## config.mk

```make
export PLATFORM = sky130hd
export DESIGN_NAME = sw_debounce
export DESIGN_NICKNAME = d
export VERILOG_FILES = /design/src/rtl/sw_debounce_pkg.sv /design/src/rtl/debounce_tick.sv /design/src/rtl/sw_debounce.sv
export SDC_FILE = /design/constraint.sdc
export NUM_CORES = 1
export LEC_CHECK = 0
export CAP_MARGIN = 20
export CORE_UTILIZATION = 30
export CTS_CLUSTER_SIZE = 10
export DETAILED_ROUTE_END_ITERATION = 7
export DONT_BUFFER_PORTS = 1
export GPL_TIMING_DRIVEN = 0
export PLACE_DENSITY = 0.55
export SYNTH_ARGS = -nofsm -noshare
export SYNTH_HDL_FRONTEND = slang
export SYNTH_SLANG_ARGS = --single-unit
```

## constraint.sdc

```tcl
create_clock -name clk -period 2.09 [get_ports clk]
set_input_delay 0.418 -clock clk [delete_from_list [all_inputs] [get_ports clk]]
set_output_delay 0.418 -clock clk [all_outputs]
set_load 0.02 [all_outputs]
```

## src/rtl/sw_debounce_pkg.sv

```systemverilog
// Shared defaults and helpers for the switch debouncer.
package sw_debounce_pkg;

  localparam int unsigned DefWidth   = 16;
  localparam int unsigned DefTickDiv = 100000;
  localparam int unsigned DefSamples = 4;

  // Counter width for a 0..n-1 range, never narrower than one bit.
  function automatic int unsigned cnt_width(input int unsigned n);
    return (n > 1) ? $clog2(n) : 1;
  endfunction

endpackage

```

## src/rtl/debounce_tick.sv

```systemverilog
// Sample-tick prescaler: one-cycle tick every TICK_DIV clocks, counting from 0 after reset.
module debounce_tick
  import sw_debounce_pkg::*;
#(
  parameter int unsigned TICK_DIV = DefTickDiv
) (
  input  logic clk,
  input  logic rst_n,
  output logic tick
);

  localparam int unsigned    CntW   = cnt_width(TICK_DIV);
  localparam logic [CntW-1:0] CntMax = CntW'(TICK_DIV - 1);

  logic [CntW-1:0] r_cnt;
  logic            w_wrap;

  assign w_wrap = (r_cnt == CntMax);
  assign tick   = w_wrap;

  always_ff @(posedge clk or negedge rst_n) begin
    if (!rst_n) begin
      r_cnt <= '0;
    end else if (w_wrap) begin
      r_cnt <= '0;
    end else begin
      r_cnt <= r_cnt + 1'b1;
    end
  end

endmodule

```

## src/rtl/sw_debounce.sv

```systemverilog
// Multi-bit switch debouncer with edge pulses and a single-entry change-event register.
module sw_debounce
  import sw_debounce_pkg::*;
#(
  parameter int unsigned WIDTH    = DefWidth,
  parameter int unsigned TICK_DIV = DefTickDiv,
  parameter int unsigned SAMPLES  = DefSamples
) (
  input  logic             clk,
  input  logic             rst_n,
  input  logic [WIDTH-1:0] sw,
  output logic [WIDTH-1:0] sw_stable,
  output logic [WIDTH-1:0] rise,
  output logic [WIDTH-1:0] fall,
  output logic             evt_valid,
  output logic [WIDTH-1:0] evt_data,
  input  logic             evt_ack,
  output logic             evt_overrun
);

  logic [WIDTH-1:0]   r_sync1, r_sync2;
  logic [SAMPLES-1:0] r_hist [WIDTH];
  logic [WIDTH-1:0]   r_stable, r_rise, r_fall;
  logic               r_evt_valid, r_evt_overrun;
  logic [WIDTH-1:0]   r_evt_data;

  logic               w_tick;
  logic [WIDTH-1:0]   w_set, w_clr;
  logic               w_chg, w_hs;

  debounce_tick #(
    .TICK_DIV (TICK_DIV)
  ) u_tick (
    .clk   (clk),
    .rst_n (rst_n),
    .tick  (w_tick)
  );

  always_ff @(posedge clk or negedge rst_n) begin
    if (!rst_n) begin
      r_sync1 <= '0;
      r_sync2 <= '0;
    end else begin
      r_sync1 <= sw;
      r_sync2 <= r_sync1;
    end
  end

  always_ff @(posedge clk or negedge rst_n) begin
    if (!rst_n) begin
      for (int i = 0; i < int'(WIDTH); i++) r_hist[i] <= '0;
    end else if (w_tick) begin
      // Cast drops the oldest sample off the top of the shift.
      for (int i = 0; i < int'(WIDTH); i++) r_hist[i] <= SAMPLES'({r_hist[i], r_sync2[i]});
    end
  end

  always_comb begin
    w_set = '0;
    w_clr = '0;
    for (int i = 0; i < int'(WIDTH); i++) begin
      w_set[i] = (&r_hist[i]) & ~r_stable[i];
      w_clr[i] = ~(|r_hist[i]) & r_stable[i];
    end
  end

  always_ff @(posedge clk or negedge rst_n) begin
    if (!rst_n) begin
      r_stable <= '0;
      r_rise   <= '0;
      r_fall   <= '0;
    end else begin
      r_stable <= (r_stable | w_set) & ~w_clr;
      r_rise   <= w_set;
      r_fall   <= w_clr;
    end
  end

  assign w_chg = |(r_rise | r_fall);
  assign w_hs  = r_evt_valid & evt_ack;

  always_ff @(posedge clk or negedge rst_n) begin
    if (!rst_n) begin
      r_evt_valid   <= 1'b0;
      r_evt_data    <= '0;
      r_evt_overrun <= 1'b0;
    end else if (w_chg) begin
      // A coincident ack consumes the old event, so the new one is not an overrun.
      r_evt_valid   <= 1'b1;
      r_evt_data    <= r_stable;
      r_evt_overrun <= (r_evt_valid & ~evt_ack) | (r_evt_overrun & ~w_hs);
    end else if (w_hs) begin
      r_evt_valid   <= 1'b0;
      r_evt_overrun <= 1'b0;
    end
  end

  assign sw_stable   = r_stable;
  assign rise        = r_rise;
  assign fall        = r_fall;
  assign evt_valid   = r_evt_valid;
  assign evt_data    = r_evt_data;
  assign evt_overrun = r_evt_overrun;

endmodule
```

* Yosys cells after proc, flatten, opt, wreduce, memory -nomap -nowiden
Cells that the tools add are included. W data, S select, Z words.
Storage, ports and cells: register bits 179, bits in latches 0, memory bits (writable) 0, bits in read-only memories 0, output and inout bits 66, logic and storage cells 139, memories kept 0
Operators by class: add/subtract/negate cells 1, multipliers 0, divide/modulo/power cells 0, order comparisons 0, eq/ne operators 1, shifts and indexed selects 0, multiplexer cells 4, bitwise operators 74, reductions and logical operators 34
Operator list (number):
- $reduce_and A4 Y1 | 16
- $reduce_or A4 Y1 | 16
- $and A1 B1 Y1 | 35
- $not A1 Y1 | 34
- $or A16 B16 Y16 | 2
- $add A17 B1 Y17 const B | 1
- $eq A17 B17 Y1 const B | 1
- $mux W17 | 1
- $and A16 B16 Y16 | 1
- $not A16 Y16 | 1
- $reduce_or A16 Y1 | 1
- $mux W1 | 3
- $reduce_bool A2 Y1 | 1
- $or A1 B1 Y1 | 1

* Logic depth before layout (Yosys ltp)
word-level depth 5, gate-level depth with buffers 7, depth with buffers taken out 5

* Hierarchy
Synthesis repeated with hierarchy kept, for this count alone.
Second synthesis, totals: cells, all modules 452, area total of the unflattened synthesis 6541.3 um^2
By module, submodules not included:
- sw_debounce | instances 1, cells an instance 378, area an instance 5748.0 um^2, sequential area each 4053.9 um^2
- debounce_tick | instances 1, cells an instance 74, area an instance 793.3 um^2, sequential area each 425.4 um^2

* Least setup slack after synthesis
OpenSTA, ideal clock, no wires.
path type reg2reg, start register r_rise[13] (netlist: rise[13]), end register r_evt_data[10] (netlist: evt_data[10]), library setup time 0.125 ns, arrival 1.702 ns, data required time 1.965 ns, slack 0.263 ns, stages on the path, launching flop included 6, path buffers 1, cell sequence dfrtp_1 nor4_1 nand4_1 nor2_2 buf_4 mux2_2
On the way: word-level cells in the longest chain between the ends 2
RTL lines:
- start, declared | line sw_debounce.sv:23 | logic [WIDTH-1:0] r_stable, r_rise, r_fall;
- start signal, assigned | line sw_debounce.sv:74 | r_rise <= w_set;
- $or A16 B16 Y16 | line sw_debounce.sv:79 | assign w_chg = |(r_rise | r_fall);
- $reduce_or A16 Y1 | line sw_debounce.sv:79
- end signal, assigned | line sw_debounce.sv:90 | r_evt_data <= r_stable;
- end, declared | line sw_debounce.sv:25 | logic [WIDTH-1:0] r_evt_data;
No other way between the ends. A chain may end at the register's enable or synchronous reset.

* Worst setup path after layout
start register r_fall[4] (netlist: fall[4]), end register r_evt_data[7] (netlist: evt_data[7])
On the way: word-level cells in the longest chain between the ends 2
RTL lines:
- start, declared | line sw_debounce.sv:23
- start signal, assigned | line sw_debounce.sv:75 | r_fall <= w_clr;
- $or A16 B16 Y16 | line sw_debounce.sv:79
- $reduce_or A16 Y1 | line sw_debounce.sv:79
No other way between the ends.

==> flow_summary.json <==
{
  "syn_to_final_growth_pct": 17.2,
  "combPwrFrac_pct": 0.3,
  "drcViolationCount": 0,
  "arrival_ps": 2290,
  "synthArstFlopShare_pct": 100,
  "period_needed_ps": 1990,
  "synth-seq-cells": 179,
  "ys.flop_type": "dfrtp_1",
  "setup_violations": 0,
  "final_net_count": 644,
  "wl_per_cell_um": 14.8,
  "vias": 4220,
  "synth_seq_area_share_pct": 68.2,
  "ant_nets": 0,
  "die_width_um": 150,
  "layout.cells.non_filler": 912,
  "violations": "negative hold slack",
  "fin_hold_ws_ps": -319,
  "critPathLaunchType": "register",
  "core_area_mm2": 0.0212,
  "synth_warnings": 0,
  "gp_congestion": 0.766,
  "layout-drive-gt1-share_pct": 10.8,
  "drtIter0Drc": 210,
  "fin_util_pct": 36.3,
  "path_max_fanout": 10,
  "fp.dieArea_mm2": 0.0225,
  "slew_headroom_pct": 55.7,
  "top_layer_used": "met4",
  "tightest_slew_ps": 664,
  "synth_top_area_share_pct": 68.2,
  "synth_nets": 610,
  "seqPwrFrac_pct": 53.2,
  "p_sw_share_pct": 20.4,
  "cts_max_level": 4,
  "status": "finished with violations",
  "dpl-instance-area_mm2": 0.00691,
  "drv_cap": 0,
  "wl_met2_mm": 6.29,
  "ctsLongestPathBuffers": 2,
  "cts-root-buf": "clkbuf_16",
  "met1_length_mm": 6.14,
  "ir_drop_mv": 0.494,
  "drv_slew": 0,
  "fin_ws_ps": 104,
  "synthCells": 590,
  "yosys.cell_types.count": 29,
  "clkPwrFrac_pct": 46.5,
  "leakage_uw": 0.00376,
  "p_per_area_mw_per_mm2": 857,
  "grt_usage_pct": 13.0,
  "die_y_um": 150,
  "cts_made_buffers": 17,
  "synth_edf_count": 0,
  "ys_top_cells_by_count": "nand2_1, dfrtp_1, a21oi_1",
  "cp.required_ps": 2400,
  "hpwl_mm": 8.86,
  "clk_pin_slew_worst_paths_ps": 70,
  "wl_mm": 13.5,
  "tns_ps": 0,
  "cp-end-kind": "register",
  "rsz0062_at_grt": "no",
  "fmax_mhz": 503,
  "grt_antenna_before_repair": 0,
  "met3WireLength_um": 779,
  "first_pass_iters": 6,
  "port_buffers": 0,
  "final_cell_area_mm2": 0.00770,
  "hold_viol": 179,
  "dp_slack_ps": -703,
  "start_util_pct": 31.0,
  "rows": 53,
  "overflow": 0,
  "synthTopCellsByArea": "dfrtp_1, nand2_1, mux2_2",
  "crit_type": "reg2reg",
  "grt_pass1_wl_mm": 22.1,
  "hold_class": "in2async",
  "internal_power_uw": 5250,
  "n_antenna_cell": 0,
  "skew_ps": 11.3,
  "avgSynthCellArea_um2": 11.1,
  "yosys.area.top_type": "dfrtp_1",
  "io-pin-count": 85,
  "cts_tree": "built",
  "via_per_inst": 4.63,
  "dp_cells": 865,
  "syn-cell-area_mm2": 0.00657,
  "grt_max_degree": 180,
  "yosysMostFrequentCell": "nand2_1",
  "switching_power_uw": 1350,
  "clock-sinks": 179,
  "fin_crit_sh_pct": 95.0,
  "grt_pass1_vias": 4236,
  "clk_latency_ps": 430
}
[layer usage]
| metal | up-vias | GRT usage [%] |
|---|---|---|
| met5 | - | 0 |
| met3 | 21 | 4.15 |
| li1 | 2018 | - |
| met2 | 97 | 19.9 |
| met4 | 0 | 5.25 |
| met1 | 2084 | 16.9 |
[critical path: stages, from the launching register on]
cell and delay, ps:
dfrtp_1 490, nor4_4 390, nand4_1 250, nor2_4 200
buf_6 200, mux2_2 350
[worst paths after layout]
path	slack, ps	cells past startpoint	end	start
setup reg to reg	100	5	evt_data[7]	fall[4]
hold / removal	-320	0	evt_data[12]	rst_n
hold reg to reg	350	0	r_sync2[10]	r_sync1[10]
max in group asynchronous	2170	0	u_tick.r_cnt[16]	rst_n
setup / recovery	100	5	evt_data[7]	fall[4]
min in group clk	20	0	r_sync1[0]	sw[0]
[power by group through the flow]
stage,clock network [uW],registers (uW),logic [uW]
CTS,3160,3510,17.1
detailed placement,0,3570,1.97
global route,3310,3510,24.1
global placement,0,3570,1.76
finish,3070,3510,22.0
floorplan,0,3570,1.65
[per-stage QoR]
| step | hold slack [ps] | total power [uW] |
|---|---|---|
| 2_1_floorplan | 122 | 3570 |
| 3_3_place_gp | 130 | 3580 |
| 3_5_place_dp | 132 | 3580 |
| 4_1_cts | -333 | 6690 |
| 5_1_grt | -337 | 6840 |
| 6_report | -319 | 6600 |
[flip-flops by register name (all words and copies together) (netlist names)]
signal and count:
r_hist 64, u_tick.r_cnt 17, evt_data 16, fall 16, r_sync1 16, r_sync2 16
rise 16, sw_stable 16, evt_overrun 1, evt_valid 1
[layout make-up]
type	count	area, um^2
buffer	16	130
tap	275	344
sequential	179	4480
clock buffer	21	470
clock inverter	11	103
fill	2096	13500
multi-input combinational	376	1960
timing repair buffer	15	145
inverter	19	71.3
[cell usage in the layout, fill, tap and decap left out, drive strengths merged]
| cell | n |
|---|---|
| nand3 | 24 |
| a21oi | 33 |
| and4 | 1 |
| inv | 20 |
| buf | 16 |
| or4b | 1 |
| or3 | 17 |
| mux2 | 16 |
| nor4bb | 2 |
| clkinvlp | 3 |
| nor3b | 16 |
| or4 | 1 |
| xnor2 | 10 |
| o21ai | 4 |
| nor2 | 10 |
| nand2 | 199 |
| nor4 | 9 |
| bufinv | 1 |
| clkbuf | 23 |
| nand4b | 1 |
| xor2 | 3 |
| dfrtp | 179 |
| nand4 | 6 |
| nor3 | 19 |
| ha | 1 |
| and4b | 1 |
| clkinv | 6 |
| dlygate4sd3 | 13 |
| and2 | 1 |
| a22oi | 1 |
[cell families (layout without fill, tap and decap cells)]
family                     Yosys count  count (layout)  share of synthesized area (%)
AOI/OAI and AO/OA                   38              38                           2.93
xor gates and xnor gates            13              13                           1.73
adders and majority gates            1               1                          0.190
buffers and inverters               35              82                           3.01
DFF                                179             179                           68.2
muxes                               16              16                           2.74
and+or+nand+nor                    308             308                           21.2
[what timing repair did]
item | CTS | global route
pin swaps | 2 | 1
gates resized for setup | 7 | 3
setup endpoints to repair | 17 | 16
setup buffers | 2 | 0
hold buffers | 10 | 3
endpoints found under the hold margin | 189 | 182
Note: power is estimated with default switching activity, not from simulation.
